`config.mk`:
```
export PLATFORM = sky130hd
export DESIGN_NAME = gcbp_line_gen_multi
export DESIGN_NICKNAME = d
export VERILOG_FILES = /design/src/rtl/gcbp_line_gen_multi.sv
export SDC_FILE = /design/constraint.sdc
export NUM_CORES = 1
export LEC_CHECK = 0
export CAP_MARGIN = 20
export CORE_MARGIN = 1
export CORE_UTILIZATION = 50
export CTS_BUF_LIST = sky130_fd_sc_hd__clkbuf_8 sky130_fd_sc_hd__clkbuf_16
export DETAILED_ROUTE_END_ITERATION = 7
export PLACE_DENSITY = 0.87
export SLEW_MARGIN = 20
export SYNTH_ARGS = -nofsm -noshare
export SYNTH_HDL_FRONTEND = slang
export SYNTH_SLANG_ARGS = --single-unit
```
`constraint.sdc`:
```
create_clock -name i_clk -period 10.85 [get_ports i_clk]
set_input_delay 2.17 -clock i_clk [delete_from_list [all_inputs] [get_ports i_clk]]
set_output_delay 2.17 -clock i_clk [all_outputs]
set_load 0.05 [all_outputs]
```
`src/rtl/gcbp_line_gen_multi.sv`:
```
// gcbp_line_gen_multi
// Bit-plane line generator for the stabilisation front end. Extracts one
// plane (raw bit, or Gray-code bit-plane when GCBP_GRAY_CODE_EN is defined)
// from each luma pixel, collects the bits of every sub-image window of a line
// into a C_SUBIMAGE_WIDTH-bit word and hands it to the BRAM writer through a
// valid/ready register. A word that completes while the previous one is
// still unaccepted is discarded and flagged (o_drop pulse, sticky o_overflow).
//
// Optional feature macro: GCBP_GRAY_CODE_EN (undefined = raw bit-plane).
// Requires C_SUBIMAGE_WIDTH >= 2.

module gcbp_line_gen_multi #(
  parameter int C_SUBIMAGE_WIDTH    = 128,
  parameter int C_NUM_SUBIMAGES     = 4,
  parameter int C_PIXELS_PER_LINE   = 720,
  parameter int C_EDGE_GAP          = 41,
  parameter int C_INNER_GAP         = 42,
  parameter int C_LUMA_WIDTH        = 9,
  parameter int C_CNT_BITS          = 10,
  parameter int C_IDX_BITS          = 2,
  parameter int C_DEFAULT_BIT_PLANE = 5
) (
  input  logic                        i_clk,
  input  logic                        i_resetn,
  input  logic [C_LUMA_WIDTH-1:0]     i_luma_data,
  input  logic                        i_luma_data_valid,
  input  logic                        i_new_line,
  input  logic [3:0]                  i_bit_plane,
  output logic [C_SUBIMAGE_WIDTH-1:0] o_gcbp_line,
  output logic                        o_gcbp_line_valid,
  input  logic                        i_gcbp_line_ready,
  output logic [C_IDX_BITS-1:0]       o_hori_subimage_cnt,
  output logic                        o_drop,
  output logic                        o_overflow
);

  // Distance between the first pixels of two adjacent windows.
  localparam int STRIDE  = C_SUBIMAGE_WIDTH + C_INNER_GAP;
  // Width of the in-window bit counter (0 .. C_SUBIMAGE_WIDTH-1).
  localparam int BC_BITS = (C_SUBIMAGE_WIDTH > 1) ? $clog2(C_SUBIMAGE_WIDTH) : 1;

  localparam logic [1:0] S_GAP     = 2'd0;
  localparam logic [1:0] S_CAPTURE = 2'd1;
  localparam logic [1:0] S_DONE    = 2'd2;

  // Plane extraction. Luma is padded with a zero above its MSB so the top
  // plane in Gray mode degenerates to the raw MSB, and a plane index at or
  // beyond the luma width matches no bit and yields constant 0.
  function automatic logic extract_bit(input logic [C_LUMA_WIDTH-1:0] luma,
                                       input logic [3:0]              k);
    logic [C_LUMA_WIDTH:0] ext;
    logic                  b;
    ext = {1'b0, luma};
    b   = 1'b0;
    for (int i = 0; i < C_LUMA_WIDTH; i++) begin
      if (k == 4'(i)) begin
`ifdef GCBP_GRAY_CODE_EN
        b = ext[i] ^ ext[i+1];
`else
        b = ext[i];
`endif
      end else begin
        b = b;
      end
    end
    return b;
  endfunction

  // Line-position and capture state.
  logic [1:0]                  state_r;
  logic [C_CNT_BITS-1:0]       pix_cnt_r;
  logic [C_CNT_BITS-1:0]       start_r;
  logic [C_IDX_BITS-1:0]       idx_r;
  logic [BC_BITS-1:0]          bit_cnt_r;
  logic [C_SUBIMAGE_WIDTH-1:0] shift_r;
  logic [3:0]                  plane_r;

  // Output register.
  logic [C_SUBIMAGE_WIDTH-1:0] out_line_r;
  logic                        out_valid_r;
  logic [C_IDX_BITS-1:0]       out_idx_r;
  logic                        drop_r;
  logic                        overflow_r;

  // Next-state signals.
  logic [1:0]                  state_s;
  logic [C_CNT_BITS-1:0]       start_s;
  logic [C_IDX_BITS-1:0]       idx_s;
  logic [BC_BITS-1:0]          bit_cnt_s;
  logic [C_SUBIMAGE_WIDTH-1:0] shift_s;

  logic                        pixel_ok_s;
  logic                        plane_bit_s;
  logic [C_SUBIMAGE_WIDTH-1:0] shift_in_s;
  logic                        complete_s;
  logic                        transfer_s;

  // A pixel counts only when valid, not overridden by a line start and not
  // past the end of the active line.
  assign pixel_ok_s  = i_luma_data_valid & ~i_new_line &
                       (pix_cnt_r < C_CNT_BITS'(C_PIXELS_PER_LINE));
  assign plane_bit_s = extract_bit(i_luma_data, plane_r);
  // New bits enter at the LSB, so the first window pixel ends up at the MSB.
  assign shift_in_s  = {shift_r[C_SUBIMAGE_WIDTH-2:0], plane_bit_s};
  assign transfer_s  = out_valid_r & i_gcbp_line_ready;

  // Window FSM: find the next window start, shift its pixels, flag completion.
  always_comb begin
    state_s    = state_r;
    start_s    = start_r;
    idx_s      = idx_r;
    bit_cnt_s  = bit_cnt_r;
    shift_s    = shift_r;
    complete_s = 1'b0;
    if (i_new_line) begin
      state_s   = S_GAP;
      start_s   = C_CNT_BITS'(C_EDGE_GAP);
      idx_s     = {C_IDX_BITS{1'b0}};
      bit_cnt_s = {BC_BITS{1'b0}};
      shift_s   = {C_SUBIMAGE_WIDTH{1'b0}};
    end else begin
      case (state_r)
        S_GAP: begin
          if (pixel_ok_s && (pix_cnt_r == start_r)) begin
            shift_s   = shift_in_s;
            bit_cnt_s = BC_BITS'(1);
            state_s   = S_CAPTURE;
          end else begin
            state_s   = S_GAP;
          end
        end
        S_CAPTURE: begin
          if (pixel_ok_s) begin
            shift_s = shift_in_s;
            if (bit_cnt_r == BC_BITS'(C_SUBIMAGE_WIDTH - 1)) begin
              complete_s = 1'b1;
              bit_cnt_s  = {BC_BITS{1'b0}};
              if (idx_r == C_IDX_BITS'(C_NUM_SUBIMAGES - 1)) begin
                state_s = S_DONE;
              end else begin
                idx_s   = idx_r + C_IDX_BITS'(1);
                start_s = start_r + C_CNT_BITS'(STRIDE);
                state_s = S_GAP;
              end
            end else begin
              bit_cnt_s = bit_cnt_r + BC_BITS'(1);
            end
          end else begin
            state_s = S_CAPTURE;
          end
        end
        S_DONE: begin
          state_s = S_DONE;
        end
        default: begin
          state_s = S_GAP;
        end
      endcase
    end
  end

  // Register the window FSM, its window bookkeeping and the shift register.
  always_ff @(posedge i_clk or posedge i_resetn) begin
    if (i_resetn) begin
      state_r   <= S_GAP;
      start_r   <= C_CNT_BITS'(C_EDGE_GAP);
      idx_r     <= {C_IDX_BITS{1'b0}};
      bit_cnt_r <= {BC_BITS{1'b0}};
      shift_r   <= {C_SUBIMAGE_WIDTH{1'b0}};
    end else begin
      state_r   <= state_s;
      start_r   <= start_s;
      idx_r     <= idx_s;
      bit_cnt_r <= bit_cnt_s;
      shift_r   <= shift_s;
    end
  end

  // Pixel position within the line, saturating at the line length.
  always_ff @(posedge i_clk or posedge i_resetn) begin
    if (i_resetn) begin
      pix_cnt_r <= {C_CNT_BITS{1'b0}};
    end else if (i_new_line) begin
      pix_cnt_r <= {C_CNT_BITS{1'b0}};
    end else if (pixel_ok_s) begin
      pix_cnt_r <= pix_cnt_r + C_CNT_BITS'(1);
    end
  end

  // Active bit plane, only changed at a line start so a line is homogeneous.
  always_ff @(posedge i_clk or posedge i_resetn) begin
    if (i_resetn) begin
      plane_r <= 4'(C_DEFAULT_BIT_PLANE);
    end else if (i_new_line) begin
      plane_r <= i_bit_plane;
    end
  end

  // Output handshake: load completed words, drop them when still blocked.
  always_ff @(posedge i_clk or posedge i_resetn) begin
    if (i_resetn) begin
      out_line_r  <= {C_SUBIMAGE_WIDTH{1'b0}};
      out_valid_r <= 1'b0;
      out_idx_r   <= {C_IDX_BITS{1'b0}};
      drop_r      <= 1'b0;
      overflow_r  <= 1'b0;
    end else begin
      drop_r <= 1'b0;
      if (complete_s) begin
        if (!out_valid_r || transfer_s) begin
          out_line_r  <= shift_in_s;
          out_idx_r   <= idx_r;
          out_valid_r <= 1'b1;
        end else begin
          // The pending word has priority; the new one is lost.
          drop_r     <= 1'b1;
          overflow_r <= 1'b1;
        end
      end else if (transfer_s) begin
        out_valid_r <= 1'b0;
      end
    end
  end

  assign o_gcbp_line         = out_line_r;
  assign o_gcbp_line_valid   = out_valid_r;
  assign o_hori_subimage_cnt = out_idx_r;
  assign o_drop              = drop_r;
  assign o_overflow          = overflow_r;

endmodule

```
==> reports/metrics.yaml <==
status:
  status: "finished clean"
global_route:
  grt-ovfl-total: 0
  antenna_found_initial: 0
  grt_pass1_wl_um: 39200
  grt_max_degree: 160
  track_usage_pct: 18.7
  grt_pass1_vias: 7658
finish:
  antennaDiodeCount: 0
  drive_above_1_share_pct: 20.0
  area_delta_synth_final_pct: 20.6
  n_fill_cell: 1829
  final_area_sq_um: 15100
  fin_nets: 1053
clock_network:
  numCtsBuffers: 29
  clock_tree.root_cell: "clkbuf_16"
  cts_setup_buffers: 0
  cts_max_path_buffers: 3
  clk_pin_slew_worst_paths_ns: 0.06
  cts_resized: 0
  cts_tree: "built"
  cts.sinks: 295
  clk_latency_ns: 0.54
  hold_buffers: 0
  htreeDepth: 1
setup_path:
  crit_top_cell: "buf_4"
  r2r_slack_ns: 7.61
  required_ns: 11.26
  slowest_stage: "buf_4"
  reg2reg_depth: 6
  worstReg2RegStart: "pix_cnt_r[4]$_DFFE_PP0P_"
  slowest_delay_ns: 0.86
  crit_path_max_fanout: 66
  worstSetupStartpointType: "primary input"
  path_cells: "clkdlybuf4s50_1, buf_4, inv_4, and3_4, buf_4, mux2_4"
  end_kind: "register"
  crit_arrival_ns: 5.21
  crit_type: "primary input to register"
  rr_endpoint: "o_gcbp_line[37]$_DFFE_PP0P_"
logic_synthesis:
  synth_common_cells: "290 x dfrtp_1, 137 x nand2_1, 130 x mux2i_1"
  ys_types: 52
  netlist_area_sq_um: 12500
  synthFlopType: "dfrtp_1"
  synth_top_area_share_pct: 58.2
  ys_seq_elements: 295
  syn_area_per_cell_sq_um: 14.0
  yosysTopAreaCell: "dfrtp_1"
  synthArstFlopShare_pct: 100
  yosys.cell_count.top_type: "dfrtp_1"
  synth_area_leaders: "dfrtp_1 58%, mux2_4 12%, mux2i_1 10%"
  syn_inst: 891
  syn_nets: 913
  synth_warnings: 0
  seq_area_frac_synth_pct: 59.2
  synth_edf_count: 0
floorplan:
  core_sq_um: 24400
  initial_utilization_pct: 51.2
  io_pins: 151
  die-width_um: 160
  die_h_um: 160
  rows: 57
  die-area_sq_um: 25600
place:
  io_buffers: 150
  dp_hpwl_um: 14700
  globalplace.congestion: 0.810
  placed_area_sq_um: 14100
timing:
  finalSetupViolCount: 0
  period_needed_ns: 4.80
  hold_viol: 0
  worst_pin_slew_ns: 1.09
  fin_crit_sh_pct: 44.2
  relSlewSlack_pct: 27.6
  final_max_slew_viol_count: 0
  fmax_mhz: 209
  rsz0062_at_grt: "no"
  fin_tns_setup_ns: 0
  skew_ns: 0.0127
job:
  cap_violations: 0
routing:
  num_vias: 7275
  drtIter0Drc: 564
  drtAntennaViolNets: 0
  via_per_inst: 5.28
  drt_drc_violations_left: 0
  dr.pass1.iters: 5
  drt-total-wl_um: 23300
  wire_per_inst_um: 16.9
power:
  ir_drop_uv: 84.7
  p_per_area_nw_per_um2: 145
  power.leakage_uw: 0.00765
hold_path:
  worstHoldPathCells: 1
  min_path_type: "register to register"
  hp-start: "shift_r[123]$_DFFE_PP0P_"
  hold_end: "o_gcbp_line[124]$_DFFE_PP0P_"
## placed cells by master, fill, tap and decap left out, types with 9 or more instances in the layout
| master | n |
|---|---|
| dfrtp_1 | 290 |
| mux2i_1 | 130 |
| nand3_1 | 12 |
| nor2_1 | 23 |
| mux2_4 | 100 |
| buf_4 | 9 |
| mux2_2 | 34 |
| nand2_1 | 137 |
| clkinv_2 | 9 |
| clkbuf_16 | 29 |
| xor2_1 | 16 |
| clkdlybuf4s50_1 | 150 |
## stage by stage
stage / hold WS (ns) / util [%] / worst slack [ns] / cells / power (uW)
floorplan: 0.479 / - / 0.541 / 891 / 1160
global placement: 0.485 / 57.6 / 5.58 / 1324 / 1180
detailed placement: 0.490 / 57.6 / 5.49 / 1324 / 1180
CTS: 0.501 / 61.7 / 6.08 / 1378 / 2210
global route: 0.509 / 61.7 / 5.90 / 1378 / 2260
finish: 0.501 / 61.7 / 6.05 / 1378 / 2180
## power by group
part / switching [uW] / internal (uW)
clock network: 412 / 615
logic: 36.3 / 12.9
registers: 3.23 / 1100
total: 452 / 1730
## logic make-up (layout without fill, tap and decap cells)
family                     Yosys count  after routing  share of synthesized area (%)
DFF                                295            295                           59.2
xor gates and xnor gates            24             24                           1.68
muxes                              265            265                           25.7
AOI/OAI and AO/OA                   37             37                           2.07
buffers and inverters               53            216                           3.43
and+or+nand+nor                    213            213                           7.51
adders and majority gates            4              4                          0.401
## final cells by class
| type | count | area [sq um] | share of cell area (%) |
|---|---|---|---|
| tap | 324 | 405 | 2.69 |
| sequential | 295 | 7390 | 49.1 |
| inverter | 3 | 26.3 | 0.175 |
| clock buffer | 34 | 795 | 5.28 |
| clock inverter | 20 | 196 | 1.30 |
| timing repair buffer | 159 | 1570 | 10.4 |
| multi-input combinational | 543 | 4680 | 31.1 |
## state kept, by name (all words and copies together), names as in the netlist
| signal | count |
|---|---|
| bit_cnt_r | 7 |
| idx_r | 2 |
| o_drop | 1 |
| o_gcbp_line | 128 |
| o_gcbp_line_valid | 1 |
| o_hori_subimage_cnt | 2 |
| o_overflow | 1 |
| pix_cnt_r | 10 |
| plane_r | 4 |
| shift_r | 127 |
| start_r | 10 |
| state_r | 2 |
## worst max path at each step
stage / from / to / slack (ns) / depth (start not counted)
4_1_cts: i_new_line / o_gcbp_line[78]$_DFFE_PP0P_ / 6.08 / 6
6_report: i_new_line / o_gcbp_line[37]$_DFFE_PP0P_ / 6.05 / 6
3_3_place_gp: i_new_line / o_gcbp_line[35]$_DFFE_PP0P_ / 5.58 / 6
3_5_place_dp: i_new_line / o_gcbp_line[63]$_DFFE_PP0P_ / 5.49 / 6
2_1_floorplan: i_resetn / bit_cnt_r[0]$_DFFE_PP0P_ / 0.54 / 1
5_1_grt: i_luma_data_valid / bit_cnt_r[1]$_DFFE_PP0P_ / 5.90 / 6
## per-layer routing
layer  share of wire, %  track usage [%]
met2                 48             30.6
met3                5.3             3.84
met1                 46             25.9
met5                  0                0
met4                1.3             4.07
## critical path: cells and delay by family
family,cells,cell delay [ns]
buffers and inverters,4,2.01
and+or+nand+nor,1,0.55
muxes,1,0.36
Power figures use the tool's default switching activity.
